### src/rtl/io_out_serializer.sv
// Parallel-to-serial output stage feeding an IO block's OUT/TS pins.
// One shifter plus a one-word hold register; optional high-Z gap between drive/listen words.
module io_out_serializer #(
    parameter int WIDTH      = 8,
    parameter bit LSB_FIRST  = 1'b1,
    parameter int TURNAROUND = 1
) (
    input  logic             IOCLK,
    input  logic             RST,
    input  logic [WIDTH-1:0] DIN,
    input  logic             DIN_DRIVE,
    input  logic             DIN_VALID,
    output logic             DIN_READY,
    output logic             OUT,
    output logic             TS,
    output logic             BUSY,
    output logic             WORD_DONE
);

    localparam int CNT_W = $clog2(WIDTH);
    localparam logic [CNT_W-1:0] LAST_BIT = CNT_W'(WIDTH - 1);
    localparam logic [3:0] GAP_LAST = (TURNAROUND > 0) ? 4'(TURNAROUND - 1) : 4'd0;

    typedef enum logic [1:0] {
        ST_IDLE  = 2'd0,
        ST_SHIFT = 2'd1,
        ST_GAP   = 2'd2
    } state_t;

    state_t             state_q, state_d;
    logic [WIDTH-1:0]   shift_q, shift_d;
    logic               drive_q, drive_d;
    logic [CNT_W-1:0]   bit_cnt_q, bit_cnt_d;
    logic [3:0]         gap_cnt_q, gap_cnt_d;
    logic [WIDTH-1:0]   hold_q, hold_d;
    logic               hold_drive_q, hold_drive_d;
    logic               hold_full_q, hold_full_d;
    logic               out_q, out_d;
    logic               ts_q, ts_d;
    logic               busy_q, busy_d;
    logic               done_q, done_d;

    logic               xfer;
    logic               has_next;
    logic [WIDTH-1:0]   next_word;
    logic               next_drive;
    logic               cur_bit;

    assign DIN_READY = ~hold_full_q;
    assign xfer      = DIN_VALID & ~hold_full_q & ~RST;

    assign OUT       = out_q;
    assign TS        = ts_q;
    assign BUSY      = busy_q;
    assign WORD_DONE = done_q;

    always_comb begin
        state_d      = state_q;
        shift_d      = shift_q;
        drive_d      = drive_q;
        bit_cnt_d    = bit_cnt_q;
        gap_cnt_d    = gap_cnt_q;
        hold_d       = hold_q;
        hold_drive_d = hold_drive_q;
        hold_full_d  = hold_full_q;
        has_next     = 1'b0;
        next_word    = DIN;
        next_drive   = DIN_DRIVE;

        unique case (state_q)
            ST_IDLE: begin
                if (xfer) begin
                    shift_d   = DIN;
                    drive_d   = DIN_DRIVE;
                    bit_cnt_d = '0;
                    state_d   = ST_SHIFT;
                end
            end
            ST_SHIFT: begin
                if (bit_cnt_q != LAST_BIT) begin
                    shift_d   = LSB_FIRST ? (shift_q >> 1) : (shift_q << 1);
                    bit_cnt_d = bit_cnt_q + 1'b1;
                    if (xfer) begin
                        hold_d       = DIN;
                        hold_drive_d = DIN_DRIVE;
                        hold_full_d  = 1'b1;
                    end
                end else begin
                    // Held word has priority; a same-edge transfer lands straight in the shifter.
                    if (hold_full_q) begin
                        has_next   = 1'b1;
                        next_word  = hold_q;
                        next_drive = hold_drive_q;
                    end else if (xfer) begin
                        has_next   = 1'b1;
                    end

                    if (!has_next) begin
                        state_d = ST_IDLE;
                    end else if (next_drive == drive_q || TURNAROUND == 0) begin
                        shift_d     = next_word;
                        drive_d     = next_drive;
                        bit_cnt_d   = '0;
                        hold_full_d = 1'b0;
                    end else begin
                        state_d      = ST_GAP;
                        gap_cnt_d    = 4'd0;
                        hold_d       = next_word;
                        hold_drive_d = next_drive;
                        hold_full_d  = 1'b1;
                    end
                end
            end
            ST_GAP: begin
                if (gap_cnt_q == GAP_LAST) begin
                    shift_d     = hold_q;
                    drive_d     = hold_drive_q;
                    bit_cnt_d   = '0;
                    hold_full_d = 1'b0;
                    state_d     = ST_SHIFT;
                end else begin
                    gap_cnt_d = gap_cnt_q + 4'd1;
                end
            end
            default: state_d = ST_IDLE;
        endcase

        // Pin outputs are registered from the next-state view so bit 0 appears right after the load edge.
        cur_bit = LSB_FIRST ? shift_d[0] : shift_d[WIDTH-1];
        ts_d    = (state_d == ST_SHIFT) & drive_d;
        out_d   = ts_d & cur_bit;
        done_d  = (state_d == ST_SHIFT) & (bit_cnt_d == LAST_BIT);
        busy_d  = (state_d != ST_IDLE) | hold_full_d;
    end

    always_ff @(posedge IOCLK) begin
        if (RST) begin
            state_q      <= ST_IDLE;
            shift_q      <= '0;
            drive_q      <= 1'b0;
            bit_cnt_q    <= '0;
            gap_cnt_q    <= 4'd0;
            hold_q       <= '0;
            hold_drive_q <= 1'b0;
            hold_full_q  <= 1'b0;
            out_q        <= 1'b0;
            ts_q         <= 1'b0;
            busy_q       <= 1'b0;
            done_q       <= 1'b0;
        end else begin
            state_q      <= state_d;
            shift_q      <= shift_d;
            drive_q      <= drive_d;
            bit_cnt_q    <= bit_cnt_d;
            gap_cnt_q    <= gap_cnt_d;
            hold_q       <= hold_d;
            hold_drive_q <= hold_drive_d;
            hold_full_q  <= hold_full_d;
            out_q        <= out_d;
            ts_q         <= ts_d;
            busy_q       <= busy_d;
            done_q       <= done_d;
        end
    end

endmodule

### config.mk
export PLATFORM = sky130hd
export DESIGN_NAME = io_out_serializer
export DESIGN_NICKNAME = d
export VERILOG_FILES = /design/src/rtl/io_out_serializer.sv
export SDC_FILE = /design/constraint.sdc
export NUM_CORES = 1
export LEC_CHECK = 0
export BUFFER_PORTS_ARGS = -buffer_cell sky130_fd_sc_hd__buf_4
export CAP_MARGIN = 20
export CORE_MARGIN = 8
export CORE_UTILIZATION = 52
export CTS_BUF_LIST = sky130_fd_sc_hd__clkbuf_16
export CTS_CLUSTER_DIAMETER = 60
export CTS_CLUSTER_SIZE = 16
export DETAILED_ROUTE_END_ITERATION = 8
export PLACE_DENSITY_LB_ADDON = 0.25
export RECOVER_POWER = 100
export SLEW_MARGIN = 20
export SYNTH_ARGS = -nofsm -noshare
export SYNTH_HDL_FRONTEND = slang
export SYNTH_SLANG_ARGS = --single-unit
### constraint.sdc
create_clock -name IOCLK -period 2.1 [get_ports IOCLK]
set_input_delay 0.21 -clock IOCLK [delete_from_list [all_inputs] [get_ports IOCLK]]
set_output_delay 0.21 -clock IOCLK [all_outputs]
set_load 0.005 [all_outputs]
Word-level counts from Yosys, hierarchy flattened

Cells that the tools add are included.
W data, S select, Z words.

Add/sub/neg operators: 2
Reductions and logical operators: 9
Equal/unequal tests: 16
Bitwise operators: 8
Mux-type cells: 51

Operator list:

| kind                  | count |
|---|---|
| $mux W8               | 10 |
| $pmux W8 S3           | 1 |
| $mux W1               | 21 |
| $mux W4               | 4 |
| $ne A2 B2 Y1 const B  | 8 |
| $mux W3               | 5 |
| $mux W2               | 5 |
| $reduce_and A5 Y1     | 2 |
| $ne A3 B3 Y1 const B  | 3 |
| $pmux W3 S3           | 1 |
| $pmux W4 S2           | 1 |
| $pmux W2 S3           | 1 |
| $reduce_bool A2 Y1    | 3 |
| $and A1 B1 Y1         | 5 |
| $add A4 B1 Y4 const B | 1 |
| $eq A2 B1 Y1 const B  | 2 |
| $logic_not A4 Y1      | 1 |
| $reduce_and A4 Y1     | 1 |
| $add A3 B1 Y3 const B | 1 |
| $eq A3 B3 Y1 const B  | 1 |
| $pmux W1 S3           | 1 |
| $reduce_bool A3 Y1    | 1 |
| $eq A2 B2 Y1 const B  | 1 |
| $logic_not A2 Y1      | 1 |
| other kinds (4)       | 5 |

Logic and storage cells: 99
Register bits: 32
Input port bits: 12

Longest topological paths before layout

Gate-level depths: netlist of the first run.

Depth after elaboration: 13
Depth in mapped cells: 10

Worst setup path after synthesis of the first run

No wires, ideal clock.

Path kind: register to register
Start point: register hold_full_q
End point: register shift_q[1]
Cell stages (with the launch flop): 11
Arrival time: 2141 ps
Path slack: -158 ps
Cell sequence: dfxtp_1 -> buf_2 -> buf_2 -> mux2i_1 -> ha_1 -> inv_1 -> o221ai_1 -> and2_4 -> and4_1 -> buf_4 -> a22o_1

Word-level cells in the longest chain between the ends: 9
Elaborated cells between the ends (all ways): 20
Classes of those cells: eq/ne (4); mux (12); bitwise (3); reduce/logical (1)

Ends and longest elaborated chain:

| item                               | line | text |
|---|---|---|
| start, declared                    | 37   | `logic hold_full_q, hold_full_d;` |
| start signal, assigned             | 158  | `hold_full_q <= hold_full_d;` |
| $not A1 Y1                         | 50   | `assign xfer = DIN_VALID & ~hold_full_q & ~RST;` |
| $and A1 B1 Y1 (2 in a row)         | 50   |  |
| $mux W1                            | 94   | `end else if (xfer) begin` |
| $mux W1                            | 90   | `if (hold_full_q) begin` |
| $mux W1                            | 80   | `if (bit_cnt_q != LAST_BIT) begin` |
| $mux W1                            | 70   | `unique case (state_q)` |
| $ne A3 B3 Y1 (no source line)      | --   |  |
| $reduce_and A5 Y1 (no source line) | --   |  |
| end signal, assigned               | 152  | `shift_q <= shift_d;` |
| end, declared                      | 31   | `logic [WIDTH-1:0] shift_q, shift_d;` |

Parallel ways exist; a longest one is shown, timed or not. The select of a mux whose other input is x is not followed.
A chain may end at the register's enable or synchronous reset.

Final worst setup path of the first run

Start point: register state_q[1]
End point: register done_q (netlist: WORD_DONE)

Word-level cells in the longest chain between the ends: 6
Elaborated cells between the ends (all ways): 13
Classes of those cells: eq/ne (4); mux (7); bitwise (1); reduce/logical (1)

Ends and longest elaborated chain:

| item                   | line | text |
|---|---|---|
| start, declared        | 30   | `state_t state_q, state_d;` |
| start signal, assigned | 151  | `state_q <= state_d;` |
| $mux W2                | 100  | `end else if (next_drive == drive_q \|\| TURNAROUND == 0) begin` |
| $mux W2                | 98   | `if (!has_next) begin` |
| $mux W2                | 80   |  |
| $pmux W2 S3            | 70   |  |
| $eq A2 B1 Y1           | 132  | `done_d = (state_d == ST_SHIFT) & (bit_cnt_d == LAST_BIT);` |
| $and A1 B1 Y1 (*)      | 132  |  |
| end signal, assigned   | 162  | `done_q <= done_d;` |
| end, declared          | 41   | `logic done_q, done_d;` |

Mark *: on every way between the ends. The rest lies on a longest branch, timed or not.

==> results of run 1 <==
registers in the layout, summed over array words and instances, names as in the netlist:
signal        cells
hold_drive_q      1
hold_full_q       1
WORD_DONE         1
drive_q           1
state_q           2
bit_cnt_q         3
BUSY              1
OUT               1
hold_q            8
TS                1
gap_cnt_q         4
shift_q           8
stage by stage:
step                      utilization (%)  cell area (um2)  hold WS, ns
after global placement               58.6             1920        0.454
after global routing                 63.5             2080        0.216
after floorplan                         -             1770        0.354
after CTS                            62.6             2060        0.184
after detailed placement             58.6             1920        0.464
final                                63.5             2080        0.181
Yosys cell counts, types with 4 or more instances:
cell	count	area [um2]
a22o_1	9	78.8
inv_1	14	52.6
a21oi_1	8	40.0
mux2i_1	16	160
ha_1	11	138
o21ai_0	10	50.1
a222oi_1	5	50.1
nand2_1	6	22.5
dfxtp_1	32	641
nor2_1	19	71.3
a22oi_1	4	30.0
buf_2	5	25.0
nor3_1	5	25.0
logic make-up (layout without fill, tap and decap cells):
family	Yosys count	after routing
AOI/OAI and AO/OA	53	53
xor gates and xnor gates	3	3
adders and majority gates	11	11
buffers and inverters	23	43
DFF	32	32
muxes	17	17
and+or+nand+nor	50	50
worst max-delay path, cell delays in order, from the launching register on:
cell and delay (ns):
dfxtp_1 0.38, inv_1 0.10, ha_1 0.29, and2_1 0.23, o211ai_1 0.24, a22o_1 0.27, nand3b_1 0.16, nor4b_2 0.23
cell type report:
class / instances / area [um2]
fillers: 289 / 1200
multi-input cells: 134 / 1040
flip-flops and latches: 32 / 641
repair buffers: 22 / 165
clock buffers: 5 / 125
well taps: 46 / 57.6
inverters: 14 / 52.6
clock inverters: 2 / 7.51
layer usage:
layer	vias up	share of wire, %	GRT usage (%)	wire length (um)
met2	57	50	27.0	2160
li1	727	-	-	-
met1	713	41	20.3	1790
met4	0	2.4	8.65	103
met5	-	0	0	0
met3	12	6.3	5.26	275
report_power, final:
part	switching [mW]	internal, mW
clock network	0.237	0.422
logic	0.0938	0.0753
registers	0.0115	0.624
total	0.343	1.12
what timing repair did:
| action | 4_1_cts | 5_1_grt |
|---|---|---|
| setup buffers | 0 | 0 |
| resized for setup | 0 | 6 |
| endpoints found under the setup margin | 0 | 8 |
worst paths after layout:
| kind | slack [ns] | to | start | cells past startpoint |
|---|---|---|---|---|
| setup / recovery | 0.11 | WORD_DONE | state_q[1] | 7 |
| hold / removal | 0.18 | hold_q[7] | DIN[7] | 3 |
| setup reg to reg | 0.11 | WORD_DONE | state_q[1] | 7 |
| hold reg to reg | 0.49 | hold_q[7] | hold_q[7] | 2 |
==> impl_metrics.env, run 1 <==
export IMPL_status="finished, final reports clean"
export IMPL_area_growth_pct=19.2
export IMPL_diodes=0
export IMPL_max_freq_mhz=503
export IMPL_synth_mux_area_share_pct=9.80
export IMPL_dp_cells=248
export IMPL_grt_max_degree=25
export IMPL_arrival_ns=2.17
export IMPL_drive_above_1_share_pct=19.6
export IMPL_overflow=0
export IMPL_cts_hold_buf=0
export IMPL_grt_pass1_vias=1508
export IMPL_synth_edf_count=0
export IMPL_clock_sinks=32
export IMPL_pre_cts_ws_ns=0.0671
export IMPL_wl_um=4330
export IMPL_synth_cell_types=40
export IMPL_async_flop_share_pct=0
export IMPL_gp_congestion=0.908
export IMPL_fin_nets=232
export IMPL_final_common_cell="dfxtp_1"
export IMPL_setup_slack_ns=0.112
export IMPL_ys_flop_type="dfxtp_1"
export IMPL_netlist_area_mm2=0.00175
export IMPL_wl_per_cell_um=17.0
export IMPL_core_area_mm2=0.00328
export IMPL_dpl_hpwl_um=2980
export IMPL_cts_tree="built"
export IMPL_crit_fanout=8
export IMPL_vdd_drop_max_mv=0.502
export IMPL_synth_compound_area_share_pct=22.6
export IMPL_finalHoldViolations=0
export IMPL_syn_avg_cell_area_um2=9.25
export IMPL_syn_inst=189
export IMPL_io_buffers=16
export IMPL_ant_nets=0
export IMPL_max_cap_viol_count=0
export IMPL_clockBufferDepth=2
export IMPL_slew_headroom_pct=61.9
export IMPL_ys_seq_area_share_pct=36.6
export IMPL_drc_errors=0
export IMPL_cts_buffers=5
export IMPL_synthXorXnorAreaFrac_pct=1.50
export IMPL_fp_dieW_um=74
export IMPL_die_height_um=74
export IMPL_finalPower_mw=1.46
export IMPL_yosys_warnings=0
export IMPL_startpoint_type="register"
export IMPL_grt_pass1_wl_um=7220
export IMPL_setup_viol=0
export IMPL_leakage_nw=0.866
export IMPL_instances_no_fill=255
export IMPL_clock_root_buffer="clkbuf_16"
export IMPL_skew_ns=0.00537
export IMPL_cts_max_level=2
export IMPL_clock_latency_ns=0.28
export IMPL_rsz0062_at_grt="no"
export IMPL_drt_initial_drc_count=159
export IMPL_antenna_found_initial=0
export IMPL_final_cell_mix="32 x dfxtp_1, 19 x nor2_1, 18 x buf_4, 15 x mux2i_1, 14 x inv_1"
export IMPL_power_density_mw_per_mm2=703
export IMPL_tightest_slew_ns=0.572
export IMPL_dr_total_vias=1509
export IMPL_min_period_ns=1.99
export IMPL_row_count=21
export IMPL_synth_top_family_by_area="compound AO/OA/AOI/OAI gates"
export IMPL_tns_ns=0
export IMPL_io_pins=17
export IMPL_vias_per_cell=5.92
export IMPL_drv_slew=0
export IMPL_timing_final_crit_share_pct=94.7
export IMPL_start_util_pct=53.3
export IMPL_synth_fa_ha_area_share_pct=7.87
export IMPL_dieArea_mm2=0.00548
export IMPL_synth_seq_cells=32
export IMPL_critPathCaptureType="register"
export IMPL_grtUsageTotal_pct=17.0
export IMPL_hp_class="in2reg"
export IMPL_synth_nets=212
export IMPL_synth_simple_area_share_pct=15.9
export IMPL_dr_pass1_iters=5
export IMPL_crit_type="reg2reg"
export IMPL_crit_required_ns=2.29
export IMPL_clk_pin_slew_ns=0.05
(Power assumes the default switching activity.)
==> inputs of run 2 (changes only) <==
--- a/config.mk
+++ b/config.mk
@@ -8,7 +8,7 @@
 export BUFFER_PORTS_ARGS = -buffer_cell sky130_fd_sc_hd__buf_4
 export CAP_MARGIN = 20
 export CORE_MARGIN = 8
-export CORE_UTILIZATION = 52
+export CORE_UTILIZATION = 62
 export CTS_BUF_LIST = sky130_fd_sc_hd__clkbuf_16
 export CTS_CLUSTER_DIAMETER = 60
 export CTS_CLUSTER_SIZE = 16
==> constraint.sdc (replaced) <==
create_clock -name IOCLK -period 2.3 [get_ports IOCLK]
set_input_delay 0.23 -clock IOCLK [delete_from_list [all_inputs] [get_ports IOCLK]]
set_output_delay 0.23 -clock IOCLK [all_outputs]
set_load 0.005 [all_outputs]
==> impl_metrics.env, run 2 (synthesized netlist as in run 1, its figures left out) <==
export IMPL_wl_um=4260
export IMPL_finalHoldViolations=0
export IMPL_io_pins=17
export IMPL_power_density_mw_per_mm2=663
export IMPL_n_fill_cell=203
export IMPL_dr_pass1_iters=5
export IMPL_status="finished, final reports clean"
export IMPL_dpl_hpwl_um=2990
export IMPL_tightest_slew_ns=0.657
export IMPL_post_cts_buffers=0
export IMPL_max_cap_viol_count=0
export IMPL_grt_pass1_wl_um=7010
export IMPL_die_height_um=69.1
export IMPL_hp_class="in2reg"
export IMPL_postPlaceCellArea_mm2=0.00188
export IMPL_fp_dieW_um=69.1
export IMPL_core_area_mm2=0.00271
export IMPL_reg_top3="hold_q (8), shift_q (8), gap_cnt_q (4)"
export IMPL_arrival_ns=2.32
export IMPL_rrSetupSlack_ns=0.16
export IMPL_drt_initial_drc_count=156
export IMPL_finalPower_mw=1.34
export IMPL_power_frac_seq_pct=43.2
export IMPL_slew_headroom_pct=55.7
export IMPL_r2r_end="WORD_DONE"
export IMPL_drc_errors=0
export IMPL_io_buffers=16
export IMPL_wl_per_cell_um=17.9
export IMPL_area_growth_pct=15.8
export IMPL_postLayoutCellArea_mm2=0.00203
export IMPL_dr_total_vias=1522
export IMPL_clock_root_buffer="clkbuf_16"
export IMPL_drv_slew=0
export IMPL_min_period_ns=2.14
export IMPL_p_int_mw=1.02
export IMPL_grt_pass1_vias=1506
export IMPL_antenna_found_initial=0
export IMPL_clk_pin_slew_ns=0.05
export IMPL_final_cell_mix="32 x dfxtp_1, 19 x nor2_1, 16 x mux2i_1, 16 x inv_1, 15 x buf_4"
export IMPL_clock_latency_ns=0.28
export IMPL_start_util_pct=64.5
export IMPL_crit_type="reg2reg"
export IMPL_critPathCaptureType="register"
export IMPL_cts_buffers=5
export IMPL_reg2reg_depth=7
export IMPL_row_count=19
export IMPL_grtUsageTotal_pct=17.3
export IMPL_startpoint_type="register"
export IMPL_max_freq_mhz=468
export IMPL_clock_power_share_pct=46.0
export IMPL_r2r_start="bit_cnt_q[0]"
export IMPL_crit_required_ns=2.48
export IMPL_vdd_drop_max_mv=0.705
export IMPL_clock_sinks=32
export IMPL_hold_depth=3
export IMPL_skew_ns=0.00739
export IMPL_power_switching_uw=321
export IMPL_leakage_nw=0.858
export IMPL_vias_per_cell=6.39
export IMPL_fin_nets=229
export IMPL_tns_ns=0
export IMPL_cts_max_level=2
export IMPL_drive_above_1_share_pct=16.4
export IMPL_ant_nets=0
export IMPL_setup_viol=0
export IMPL_gp_congestion=0.901
export IMPL_switching_share_pct=23.9
export IMPL_dieArea_mm2=0.00478
export IMPL_hold_start="DIN[6]"
export IMPL_power_frac_comb_pct=10.8
export IMPL_grt_max_degree=25
export IMPL_cts_tree="built"
export IMPL_clockBufferDepth=2
export IMPL_diodes=0
export IMPL_overflow=0
export IMPL_crit_fanout=9
export IMPL_timing_final_crit_share_pct=92.9
export IMPL_cts_hold_buf=0
export IMPL_final_common_cell="dfxtp_1"
export IMPL_rsz0062_at_grt="no"
export IMPL_min_to="hold_q[6]"
run 2: cell count changes in the layout (fill, tap and decap cells not counted), sizes merged:
cell and change:
buf -3, inv +2, clkinv -1
run 2: worst max-delay path by stage:
stage | startpoint | endpoint | slack [ns] | cells after the start
3_3_place_gp | bit_cnt_q[0] | WORD_DONE | 0.15 | 7
3_5_place_dp | bit_cnt_q[0] | WORD_DONE | -0.03 | 7
5_1_grt | state_q[1] | WORD_DONE | 0.05 | 8
4_1_cts | bit_cnt_q[0] | WORD_DONE | 0.17 | 7
2_1_floorplan | hold_full_q | shift_q[1] | 0.04 | 10
6_report | bit_cnt_q[0] | WORD_DONE | 0.16 | 7
run 2: repair_timing:
item | CTS | global route
endpoints found under the setup margin | 1 | 6
endpoints found under the hold margin | 0 | 0
pin swaps | 0 | 0
resized for setup | 1 | 1
run 2: routing by layer:
layer	track usage [%]	wire, um	up-vias	part of all wire (%)
li1	-	-	725	-
met1	20.1	1750	731	41
met2	29.4	2170	55	51
met3	4.43	263	11	6.2
met4	6.61	67	0	1.6
met5	0	0	-	0
run 2: per-stage QoR:
stage / utilization [%] / cells / hold WS [ns] / worst slack, ns
2_1_floorplan: - / 189 / 0.374 / 0.0423
3_3_place_gp: 69.5 / 230 / 0.461 / 0.152
3_5_place_dp: 69.5 / 230 / 0.466 / -0.0307
4_1_cts: 74.6 / 238 / 0.207 / 0.165
5_1_grt: 74.7 / 238 / 0.231 / 0.0521
6_report: 74.7 / 238 / 0.209 / 0.164
run 2: critical path: stages, from the launching register on:
cell and delay [ns]:
dfxtp_1 0.33, ha_1 0.21, ha_1 0.25, nor2b_2 0.38, and2_1 0.23, nor2_1 0.05
a311oi_1 0.34, nor4b_2 0.26
run 2: power by group through the flow:
stage | registers, mW | clock network [mW] | logic, mW
4_1_cts | 0.579 | 0.624 | 0.143
3_3_place_gp | 0.589 | 0 | 0.137
3_5_place_dp | 0.590 | 0 | 0.141
5_1_grt | 0.581 | 0.638 | 0.159
6_report | 0.580 | 0.617 | 0.145
2_1_floorplan | 0.588 | 0 | 0.0973
run 2: final cells by class:
cell class / count / area (um2) / area share, %
Clock inverter: 3 / 11.3 / 0.556
Multi-Input combinational cell: 134 / 1010 / 50.1
Inverter: 14 / 52.6 / 2.59
Tap cell: 31 / 38.8 / 1.91
Timing Repair Buffer: 19 / 143 / 7.04
Sequential cell: 32 / 641 / 31.6
Clock buffer: 5 / 125 / 6.18
==> inputs of run 3 (changes only) <==
--- a/config.mk
+++ b/config.mk
@@ -9,7 +9,6 @@
 export CAP_MARGIN = 20
 export CORE_MARGIN = 8
 export CORE_UTILIZATION = 62
-export CTS_BUF_LIST = sky130_fd_sc_hd__clkbuf_16
 export CTS_CLUSTER_DIAMETER = 60
 export CTS_CLUSTER_SIZE = 16
 export DETAILED_ROUTE_END_ITERATION = 8
==> impl_metrics.env, run 3 (synthesized netlist as in run 1, its figures left out) <==
export IMPL_status="finished, final reports clean"
export IMPL_crit_type="reg2reg"
export IMPL_clk_pin_slew_ns=0.10
export IMPL_pre_cts_ws_ns=-0.0307
export IMPL_io_buffers=16
export IMPL_dpl_hpwl_um=2990
export IMPL_drive_above_1_share_pct=16.9
export IMPL_reg_top3="hold_q (8), shift_q (8), gap_cnt_q (4)"
export IMPL_rrSetupSlack_ns=0.12
export IMPL_instances_no_fill=238
export IMPL_fp_dieW_um=69.1
export IMPL_slew_headroom_pct=55.2
export IMPL_start_util_pct=64.5
export IMPL_cts_buffers=5
export IMPL_io_pins=17
export IMPL_r2r_start="bit_cnt_q[0]"
export IMPL_vdd_drop_max_mv=0.431
export IMPL_die_height_um=69.1
export IMPL_wl_per_cell_um=17.5
export IMPL_antenna_found_initial=0
export IMPL_drc_errors=0
export IMPL_postLayoutCellArea_mm2=0.00194
export IMPL_area_growth_pct=11.1
export IMPL_drt_initial_drc_count=89
export IMPL_dr_total_vias=1523
export IMPL_skew_ns=0.0141
export IMPL_critPathCaptureType="register"
export IMPL_final_cell_mix="32 x dfxtp_1, 19 x nor2_1, 16 x mux2i_1, 14 x inv_1, 14 x buf_4"
export IMPL_grtUsageTotal_pct=17.2
export IMPL_final_common_cell="dfxtp_1"
export IMPL_wl_um=4150
export IMPL_grt_pass1_vias=1509
export IMPL_post_cts_buffers=0
export IMPL_diodes=0
export IMPL_max_freq_mhz=460
export IMPL_grt_max_degree=25
export IMPL_fin_nets=229
export IMPL_r2r_end="WORD_DONE"
export IMPL_setup_viol=0
export IMPL_cts_tree="built"
export IMPL_min_period_ns=2.18
export IMPL_startpoint_type="register"
export IMPL_cts_hold_buf=0
export IMPL_finalHoldViolations=0
export IMPL_tns_ns=0
export IMPL_max_cap_viol_count=0
export IMPL_rsz0062_at_grt="no"
export IMPL_layout_area_seq_um2=641
export IMPL_dieArea_mm2=0.00478
export IMPL_crit_fanout=9
export IMPL_core_area_mm2=0.00271
export IMPL_row_count=19
export IMPL_ant_nets=0
export IMPL_dp_cells=230
export IMPL_setup_slack_ns=0.125
export IMPL_grt_pass1_wl_um=6960
export IMPL_cts_max_level=2
export IMPL_arrival_ns=2.42
export IMPL_gp_congestion=0.901
export IMPL_reg2reg_depth=7
export IMPL_n_fill_cell=216
export IMPL_min_to="hold_q[6]"
export IMPL_crit_required_ns=2.54
export IMPL_power_density_mw_per_mm2=548
export IMPL_postPlaceCellArea_mm2=0.00188
export IMPL_clock_root_buffer="clkbuf_4"
export IMPL_leakage_nw=0.817
export IMPL_drv_slew=0
export IMPL_hold_depth=3
export IMPL_vias_per_cell=6.40
export IMPL_clock_latency_ns=0.33
export IMPL_tightest_slew_ns=0.665
export IMPL_clock_sinks=32
export IMPL_hold_start="DIN[6]"
export IMPL_multi_input_area_mm2=0.00101
export IMPL_dr_pass1_iters=5
export IMPL_clockBufferDepth=2
export IMPL_hp_class="in2reg"
export IMPL_timing_final_crit_share_pct=94.6
export IMPL_overflow=0
==> run 3: changes by cell type in the layout (fill, tap and decap cells not counted), sizes merged <==
cell    change
buf         -1
inv         -2
clkinv      -1
clkbuf      +4
==> run 3: power by group <==
group          switching, mW  internal, mW
sequential           0.00991         0.568
combinational         0.0826        0.0633
clock                  0.190         0.151
total                  0.282         0.782
==> run 3: final cells by class <==
| type | count | area share (%) |
|---|---|---|
| Clock buffer | 8 | 3.03 |
| Inverter | 14 | 2.70 |
| Multi-Input combinational cell | 134 | 52.1 |
| Sequential cell | 32 | 33.0 |
| Tap cell | 31 | 2.00 |
| Timing Repair Buffer | 19 | 7.21 |
==> run 3: repair_timing <==
action,in CTS,in global routing
resized for setup,1,1
setup endpoints to repair,1,2
pin swaps,0,0
==> run 3: worst max path at each step <==
stage	from	to	slack, ns	depth (start not counted)
final	bit_cnt_q[0]	WORD_DONE	0.12	7
after global placement	bit_cnt_q[0]	WORD_DONE	0.15	7
after CTS	bit_cnt_q[0]	WORD_DONE	0.16	7
after floorplan	hold_full_q	shift_q[1]	0.04	10
after global routing	bit_cnt_q[0]	WORD_DONE	0.04	7
after detailed placement	bit_cnt_q[0]	WORD_DONE	-0.03	7
==> run 3: stage by stage <==
stage | total power [mW] | hold WS, ns | util, %
floorplan | 0.685 | 0.374 | -
global placement | 0.727 | 0.461 | 69.5
detailed placement | 0.732 | 0.466 | 69.5
CTS | 1.07 | 0.143 | 71.7
global route | 1.11 | 0.157 | 71.7
finish | 1.06 | 0.150 | 71.7
==> run 3: metal layers <==
| layer | vias up | track usage, % | routed length [um] |
|---|---|---|---|
| li1 | 729 | - | - |
| met1 | 739 | 19.8 | 1800 |
| met3 | 7 | 4.72 | 205 |
| met5 | - | 0 | 0 |
| met4 | 0 | 6.61 | 51 |
| met2 | 48 | 29.3 | 2100 |
==> run 3: critical path: stages, from the launching register on <==
cell and delay, ns:
dfxtp_1 0.35, ha_1 0.21, ha_1 0.24, nor2b_2 0.41, and2_1 0.24, nor2_1 0.05, a311oi_1 0.35, nor4b_2 0.25
